==> config.mk <==
export PLATFORM = sky130hd
export DESIGN_NAME = ms_io_ports
export DESIGN_NICKNAME = d
export VERILOG_FILES = /design/src/rtl/ms_io_ports_pkg.sv /design/src/rtl/ms_tx_fifo.sv /design/src/rtl/ms_io_ports.sv
export SDC_FILE = /design/constraint.sdc
export NUM_CORES = 1
export LEC_CHECK = 0
export BUFFER_PORTS_ARGS = -buffer_cell sky130_fd_sc_hd__buf_2
export CAP_MARGIN = 15
export CORE_MARGIN = 2
export CORE_UTILIZATION = 50
export CTS_BUF_LIST = sky130_fd_sc_hd__clkbuf_8 sky130_fd_sc_hd__clkbuf_16
export DETAILED_ROUTE_END_ITERATION = 8
export PLACE_DENSITY = 0.75
export SKIP_LAST_GASP = 1
export SLEW_MARGIN = 10
export SYNTH_ARGS = -nofsm -noshare
export SYNTH_HDL_FRONTEND = slang
export SYNTH_SLANG_ARGS = --single-unit
==> constraint.sdc <==
create_clock -name clk -period 3.01 [get_ports clk]
set_input_delay 0.301 -clock clk [delete_from_list [all_inputs] [get_ports clk]]
set_output_delay 0.301 -clock clk [all_outputs]
set_load 0.01 [all_outputs]
==> src/rtl/ms_io_ports_pkg.sv <==
// ms_io_ports_pkg
// Shared definitions for the MaquinaSencilla I/O port block:
//   - port address map (5-bit dirport space)
//   - STATUS register bit positions
//   - is_scratch(): address decode helper for the eight scratch registers
package ms_io_ports_pkg;

    localparam int ADDR_W = 5;
    localparam int DATA_W = 16;

    localparam logic [ADDR_W-1:0] ADDR_SCRATCH0 = 5'h00;
    localparam logic [ADDR_W-1:0] ADDR_SCRATCH7 = 5'h07;
    localparam logic [ADDR_W-1:0] ADDR_SW       = 5'h08;
    localparam logic [ADDR_W-1:0] ADDR_LED      = 5'h09;
    localparam logic [ADDR_W-1:0] ADDR_TIMER    = 5'h0A;
    localparam logic [ADDR_W-1:0] ADDR_STATUS   = 5'h0B;
    localparam logic [ADDR_W-1:0] ADDR_TXDATA   = 5'h0C;
    localparam logic [ADDR_W-1:0] ADDR_TXCOUNT  = 5'h0D;

    localparam int STAT_TIMER_EXP = 0;
    localparam int STAT_TX_FULL   = 1;
    localparam int STAT_TX_EMPTY  = 2;
    localparam int STAT_TX_OVF    = 3;

    // Scratch registers occupy an aligned block of eight addresses, so a
    // match is "all bits above the block offset equal to the block base".
    function automatic logic is_scratch(input logic [ADDR_W-1:0] addr);
        return ((addr & ~ADDR_SCRATCH7) == ADDR_SCRATCH0);
    endfunction

endpackage

==> src/rtl/ms_tx_fifo.sv <==
// ms_tx_fifo
// Byte FIFO feeding the TX valid/ready stream.
// Ports:
//   clk, reset         rising-edge clock, synchronous active-high reset
//   push, push_data    enqueue request; ignored while full
//   pop                dequeue request; ignored while empty
//   full, empty        occupancy flags (combinational from count)
//   head               entry at the read pointer (valid when !empty)
//   count              occupancy 0..DEPTH
module ms_tx_fifo #(
    parameter  int DEPTH = 4,
    localparam int PW    = $clog2(DEPTH),
    localparam int CW    = $clog2(DEPTH) + 1
) (
    input  logic          clk,
    input  logic          reset,
    input  logic          push,
    input  logic [7:0]    push_data,
    input  logic          pop,
    output logic          full,
    output logic          empty,
    output logic [7:0]    head,
    output logic [CW-1:0] count
);

    logic [7:0]    mem_q [DEPTH];
    logic [7:0]    mem_d [DEPTH];
    logic [PW-1:0] wr_ptr_q, wr_ptr_d;
    logic [PW-1:0] rd_ptr_q, rd_ptr_d;
    logic [CW-1:0] count_q, count_d;
    logic          push_ok_s;
    logic          pop_ok_s;

    assign full      = (count_q == CW'(DEPTH));
    assign empty     = (count_q == CW'(0));
    assign head      = mem_q[rd_ptr_q];
    assign count     = count_q;
    // Full is judged on the registered count, so a same-cycle pop never
    // makes room for a push.
    assign push_ok_s = push & ~full;
    assign pop_ok_s  = pop & ~empty;

    // Next-state: storage, pointers (wrap naturally at DEPTH) and occupancy.
    always_comb begin
        mem_d    = mem_q;
        wr_ptr_d = wr_ptr_q;
        rd_ptr_d = rd_ptr_q;
        count_d  = count_q;
        if (push_ok_s) begin
            mem_d[wr_ptr_q] = push_data;
            wr_ptr_d        = wr_ptr_q + PW'(1);
        end else begin
            wr_ptr_d = wr_ptr_q;
        end
        if (pop_ok_s) begin
            rd_ptr_d = rd_ptr_q + PW'(1);
        end else begin
            rd_ptr_d = rd_ptr_q;
        end
        case ({push_ok_s, pop_ok_s})
            2'b10:   count_d = count_q + CW'(1);
            2'b01:   count_d = count_q - CW'(1);
            default: count_d = count_q;
        endcase
    end

    // State registers with synchronous reset to the empty state.
    always_ff @(posedge clk) begin
        if (reset) begin
            for (int i = 0; i < DEPTH; i++) begin
                mem_q[i] <= 8'd0;
            end
            wr_ptr_q <= PW'(0);
            rd_ptr_q <= PW'(0);
            count_q  <= CW'(0);
        end else begin
            mem_q    <= mem_d;
            wr_ptr_q <= wr_ptr_d;
            rd_ptr_q <= rd_ptr_d;
            count_q  <= count_d;
        end
    end

endmodule

==> src/rtl/ms_io_ports.sv <==
// ms_io_ports
// Memory-mapped I/O block for MaquinaSencilla: eight scratch registers,
// synchronized switch input, LED register, down-counting timer with expiry
// flag/irq, and a byte TX FIFO with valid/ready output.
// Ports:
//   clk, reset                 rising-edge clock, synchronous active-high reset
//   dirport, outport, we       CPU port address, write data, write strobe
//   inport                     CPU read data (combinational, no side effects)
//   sw_in / led_out            external switches in / LED register out
//   tx_data, tx_valid, tx_ready  byte stream from the TX FIFO
//   irq                        timer-expired status bit
module ms_io_ports
    import ms_io_ports_pkg::*;
#(
    parameter logic [15:0] REG0_INIT  = 16'd2,
    parameter logic [15:0] REG1_INIT  = 16'd4,
    parameter int          FIFO_DEPTH = 4
) (
    input  logic        clk,
    input  logic        reset,
    input  logic [4:0]  dirport,
    input  logic [15:0] outport,
    input  logic        we,
    output logic [15:0] inport,
    input  logic [15:0] sw_in,
    output logic [15:0] led_out,
    output logic [7:0]  tx_data,
    output logic        tx_valid,
    input  logic        tx_ready,
    output logic        irq
);

    localparam int CNT_W = $clog2(FIFO_DEPTH) + 1;

    logic [15:0] scratch_q [8];
    logic [15:0] scratch_d [8];
    logic [15:0] led_q, led_d;
    logic [15:0] timer_q, timer_d;
    logic        stat_exp_q, stat_exp_d;
    logic        stat_ovf_q, stat_ovf_d;
    logic [15:0] sw_meta_q, sw_sync_q;

    logic             wr_scratch_s, wr_led_s, wr_timer_s, wr_status_s, wr_txdata_s;
    logic             timer_expire_s;
    logic             push_drop_s;
    logic             fifo_full_s, fifo_empty_s;
    logic [CNT_W-1:0] fifo_count_s;
    logic [15:0]      status_s;
    logic [15:0]      rdata_s;

    assign wr_scratch_s = we & is_scratch(dirport);
    assign wr_led_s     = we & (dirport == ADDR_LED);
    assign wr_timer_s   = we & (dirport == ADDR_TIMER);
    assign wr_status_s  = we & (dirport == ADDR_STATUS);
    assign wr_txdata_s  = we & (dirport == ADDR_TXDATA);

    // The expiry event is the 1->0 step itself; it fires even when a timer
    // write replaces the decremented value in the same cycle.
    assign timer_expire_s = (timer_q == 16'd1);
    assign push_drop_s    = wr_txdata_s & fifo_full_s;

    ms_tx_fifo #(
        .DEPTH (FIFO_DEPTH)
    ) u_tx_fifo (
        .clk       (clk),
        .reset     (reset),
        .push      (wr_txdata_s),
        .push_data (outport[7:0]),
        .pop       (tx_ready),
        .full      (fifo_full_s),
        .empty     (fifo_empty_s),
        .head      (tx_data),
        .count     (fifo_count_s)
    );

    assign tx_valid = ~fifo_empty_s;
    assign led_out  = led_q;
    assign irq      = stat_exp_q;

    always_comb begin
        status_s                 = 16'd0;
        status_s[STAT_TIMER_EXP] = stat_exp_q;
        status_s[STAT_TX_FULL]   = fifo_full_s;
        status_s[STAT_TX_EMPTY]  = fifo_empty_s;
        status_s[STAT_TX_OVF]    = stat_ovf_q;
    end

    // Next-state for the CPU-visible registers and sticky status bits.
    always_comb begin
        scratch_d  = scratch_q;
        led_d      = led_q;
        timer_d    = timer_q;
        stat_exp_d = stat_exp_q;
        stat_ovf_d = stat_ovf_q;

        if (wr_scratch_s) begin
            scratch_d[dirport[2:0]] = outport;
        end else begin
            scratch_d = scratch_q;
        end

        if (wr_led_s) begin
            led_d = outport;
        end else begin
            led_d = led_q;
        end

        // Load beats decrement; zero holds.
        if (wr_timer_s) begin
            timer_d = outport;
        end else if (timer_q != 16'd0) begin
            timer_d = timer_q - 16'd1;
        end else begin
            timer_d = timer_q;
        end

        // Sticky bits: a set event outranks a coincident write-1-to-clear.
        if (timer_expire_s) begin
            stat_exp_d = 1'b1;
        end else if (wr_status_s & outport[STAT_TIMER_EXP]) begin
            stat_exp_d = 1'b0;
        end else begin
            stat_exp_d = stat_exp_q;
        end

        if (push_drop_s) begin
            stat_ovf_d = 1'b1;
        end else if (wr_status_s & outport[STAT_TX_OVF]) begin
            stat_ovf_d = 1'b0;
        end else begin
            stat_ovf_d = stat_ovf_q;
        end
    end

    // Register update with synchronous reset; reset overrides any write.
    always_ff @(posedge clk) begin
        if (reset) begin
            for (int i = 0; i < 8; i++) begin
                scratch_q[i] <= 16'd0;
            end
            scratch_q[0] <= REG0_INIT;
            scratch_q[1] <= REG1_INIT;
            led_q        <= 16'd0;
            timer_q      <= 16'd0;
            stat_exp_q   <= 1'b0;
            stat_ovf_q   <= 1'b0;
            sw_meta_q    <= 16'd0;
            sw_sync_q    <= 16'd0;
        end else begin
            scratch_q    <= scratch_d;
            led_q        <= led_d;
            timer_q      <= timer_d;
            stat_exp_q   <= stat_exp_d;
            stat_ovf_q   <= stat_ovf_d;
            sw_meta_q    <= sw_in;
            sw_sync_q    <= sw_meta_q;
        end
    end

    // Zero-latency read mux; unmapped and write-only addresses read 0.
    always_comb begin
        rdata_s = 16'd0;
        if (is_scratch(dirport)) begin
            rdata_s = scratch_q[dirport[2:0]];
        end else begin
            case (dirport)
                ADDR_SW:      rdata_s = sw_sync_q;
                ADDR_LED:     rdata_s = led_q;
                ADDR_TIMER:   rdata_s = timer_q;
                ADDR_STATUS:  rdata_s = status_s;
                ADDR_TXCOUNT: rdata_s = {{(16-CNT_W){1'b0}}, fifo_count_s};
                default:      rdata_s = 16'd0;
            endcase
        end
    end

    assign inport = rdata_s;

endmodule

==> results by stage <==
Timing:
- The number of hold violations in the final report is 0.
- Timing would allow up to 0.393 GHz.
- After layout, the worst path uses 84.6% of the clock period.
- The final max-slew violation count is 0.
- The time the final worst path needs with I/O delays and setup is 2550 ps.
- The slack of the critical path is 463 ps.
- Setup violations remaining at the end of the flow were counted as 0.
- The relative slew slack is 41.4%.
- Setup repair after global routing left no endpoint under its margin.
- Between clock sinks in the finished design, the worst skew comes to 8.82 ps.
- The accumulated negative setup slack is 0 ps.
- The transition time at the pin with the least slew margin is 877 ps.

Clock network:
- Clock tree synthesis found a total of 233 sinks.
- In this run the deepest clock path goes through 3 buffers.
- The number of buffers created by CTS is 24.
- TritonCTS built the clock tree.
- At the later pin of the worst-skew pair, clock insertion delay measures 520 ps.
- In this run the number of H-tree levels came out at 1.
- Clock-pin slew was measured on the worst setup and hold paths at 60 ps.
- The root buffer cell is sky130_fd_sc_hd__clkbuf_16.

Critical path:
- The highest cell delay on the worst timing path is 490 ps.
- Counting both buffers and inverters, the worst setup path holds a total of 2.
- The critical path ends at inport[5].
- The critical path goes through buf_2 -> nand3b_1 -> nor3_2 -> a222oi_1 -> a21oi_1 -> buf_2.
- The worst reg2reg path startpoint is u_tx_fifo.count[2]$_SDFFE_PP0P_.
- The worst setup path is launched from an input port.
- STA classifies the critical path endpoint as a primary output.
- The slack of the worst reg-to-reg path is 740 ps.
- The critical path depth in cells is 6.
- The worst setup path is of the in2out kind.
- The terminus of the critical flop-to-flop path is u_tx_fifo.count[2]$_SDFFE_PP0P_.
- The critical path arrival is 2250 ps.
- The most common cell type on the critical path is sky130_fd_sc_hd__buf_2.
- The worst setup path startpoint is dirport[0].
- The data required time of the critical path is 2710 ps.
- The largest individual stage delay along the critical path comes from the cell sky130_fd_sc_hd__nor3_2.
- The number of cells on the worst reg-to-reg path is 9.
- Along the worst path, the maximum fanout reaches 21.
- The critical path's top delay family is simple AND/OR/NAND/NOR gates.

Place:
- The number of buffer cells added on primary ports is 82.
- At the end of routability-driven placement, the weighted congestion stood at 0.921.
- Detailed placement finished with a half-perimeter wire length of 18.1 mm.
- OpenSTA, run right after detailed placement, puts the worst setup slack at 526 ps.

Drt:
- The wire length per cell after detailed routing is 18.2 microns.
- The average vias per placed instance is 5.77.
- For this run, design rule violations remaining after detail routing come to 0.
- The pre-antenna-repair detailed-routing pass consisted of 7 iterations.
- The routed via count is 8603.
- The total detailed-routing wirelength is 27.2 mm.
- In this run, the number of DRC markers left after iteration 0 of detailed routing was 960.
- The remaining antenna violation count after routing is 0.

Floorplan:
- After floorplanning, the core was divided into 51 placement rows.
- The die span in y is 145 microns.
- The count of boundary I/O pins is 83.
- The starting density of the core is 51.1%.
- The core outline area is 19500 sq um.
- Measured along the x axis, the die boundary spans 145 microns.
- The die covers 21100 sq um.

Logic synthesis:
- Among all flip-flop cells after synthesis, the most frequent one is sky130_fd_sc_hd__dfxtp_1.
- The number of different library cells used by synthesis comes to 52.
- The net count of the mapped netlist is 1201.
- The mapped netlist covers 9970 sq um.
- The synthesized design contains 0 enable-type register cells.
- After synthesis, the share of flip-flops with an asynchronous set or reset is 0%.
- The instance count of the mapped netlist is 1151.
- The mean post-synth cell area is 8.67 sq um.
- After synthesis the netlist holds a flip-flop and latch count of 233.
- During synthesis, Yosys emitted a total of 0 warnings.
- Sequential elements use 46.8% of the synthesized area.

Cells and area:
- The layout-stage area growth over the synthesis result is 15.3%.
- The net count reported at finish is 1260.
- The post-route netlist has 16.7% of its cells at a drive strength greater than 1.
- The number of inserted diodes is 0.
- In the layout the commonest cells are 332 x sky130_fd_sc_hd__nand2_1, 233 x sky130_fd_sc_hd__dfxtp_1, 169 x sky130_fd_sc_hd__a21oi_1, 81 x sky130_fd_sc_hd__buf_2, 51 x sky130_fd_sc_hd__nor2_1.
- Leaving out fill and tap cells, the most frequent cell in the layout is sky130_fd_sc_hd__nand2_1.

Power:
- Power spread over the standard cell area amounts to 646 nW/um^2.
- The peak supply drop is 0.000387 V.
- For this design the static power due to leakage is 4.12 nW.

Min path:
- The type of the most critical hold path is in2reg.

Global routing:
- The first global-routing pass estimated 43.0 mm of wire.
- The pin count of the biggest net entering global routing is 93.
- The number of antenna violations at the first check in global routing is 0.
- Summed over all layers, the global routing overflow is 0.
- The via count of the first global-routing pass is 8120.
- For this run, the total global-route usage over all layers was measured as 25.1%.

Job:
- Max-cap violations in this run came to 0.

Status:
- The run finished with clean final reports.
## what timing repair did
action / 4_1_cts / 5_1_grt
resized for setup: 0 / 0
hold buffers: 12 / 0
buffers inserted: 0 / 0
endpoints found under the hold margin: 12 / 0
## cells in the mapped netlist, types with 10 or more instances
cell                       instances  area [sq um]
sky130_fd_sc_hd__nand2_1         332          1250
sky130_fd_sc_hd__dfxtp_1         233          4660
sky130_fd_sc_hd__a21oi_1         169           846
sky130_fd_sc_hd__clkbuf_1         66           248
sky130_fd_sc_hd__nor2_1           51           191
sky130_fd_sc_hd__mux4_2           40           901
sky130_fd_sc_hd__nor2b_1          38           238
sky130_fd_sc_hd__mux2i_1          29           290
sky130_fd_sc_hd__nand3_1          26           130
sky130_fd_sc_hd__buf_2            21           105
sky130_fd_sc_hd__o21ai_0          21           105
sky130_fd_sc_hd__a222oi_1         15           150
sky130_fd_sc_hd__xor2_1           10          87.6
## per-layer routing
layer | track usage [%] | share of wire [%] | up-vias
met3 | 5.28 | 9.5 | 67
met2 | 40.2 | 46 | 424
met5 | 0 | 0 | -
met4 | 8.63 | 3.2 | 0
met1 | 33.9 | 42 | 4068
li1 | - | - | 4044
## logic make-up (layout without fill, tap and decap cells)
kind of cell	after synthesis	in the layout	synth area share, %
compound gates	226	226	12.6
xor+xnor	15	15	1.39
fa+ha+maj	9	9	1.20
buf+inv	102	178	4.30
flops	233	233	46.8
mux	71	71	12.2
simple gates	495	495	21.5
## registers in the layout (all words and copies together) (netlist names)
name	flops
u_tx_fifo.mem_q	32
timer_q	16
scratch_q	128
sw_sync_q	16
u_tx_fifo.count	3
irq	1
led_out	16
u_tx_fifo.wr_ptr_q	2
stat_ovf_q	1
u_tx_fifo.rd_ptr_q	2
sw_meta_q	16
## area by class of cell
cell class | count | area [sq um]
Multi-Input combinational cell | 816 | 4890
Fill cell | 1749 | 8020
Tap cell | 265 | 332
Sequential cell | 233 | 4660
Clock buffer | 32 | 722
Inverter | 9 | 33.8
Clock inverter | 11 | 75.1
Timing Repair Buffer | 126 | 790
## worst min-delay path by stage
stage | from | to | slack (ps) | cells after the start
final | sw_in[14] | sw_meta_q[14]$_SDFF_PP0_ | 8 | 2
after global routing | sw_in[1] | sw_meta_q[1]$_SDFF_PP0_ | 10 | 2
after CTS | sw_in[14] | sw_meta_q[14]$_SDFF_PP0_ | 1 | 2
after detailed placement | sw_meta_q[1]$_SDFF_PP0_ | sw_sync_q[1]$_SDFF_PP0_ | 420 | 1
after global placement | sw_meta_q[1]$_SDFF_PP0_ | sw_sync_q[1]$_SDFF_PP0_ | 420 | 1
after floorplan | sw_meta_q[0]$_SDFF_PP0_ | sw_sync_q[0]$_SDFF_PP0_ | 410 | 1
## power breakdown
part / total, mW / internal (mW) / switching [mW]
logic: 1.10 / 0.453 / 0.647
clock network: 2.95 / 1.76 / 1.20
registers: 3.38 / 3.22 / 0.156
## stage by stage
step | total power [mW] | instances | utilization, % | instance area [sq um] | hold slack, ps
after floorplan | 4.23 | 1151 | - | 9970 | 414
after global placement | 4.49 | 1437 | 54.2 | 10600 | 420
after detailed placement | 4.51 | 1437 | 54.2 | 10600 | 422
after CTS | 7.46 | 1492 | 58.9 | 11500 | 1.25
after global routing | 7.72 | 1492 | 58.9 | 11500 | 14.3
final | 7.43 | 1492 | 58.9 | 11500 | 7.99
Power figures use the tool's default switching activity.
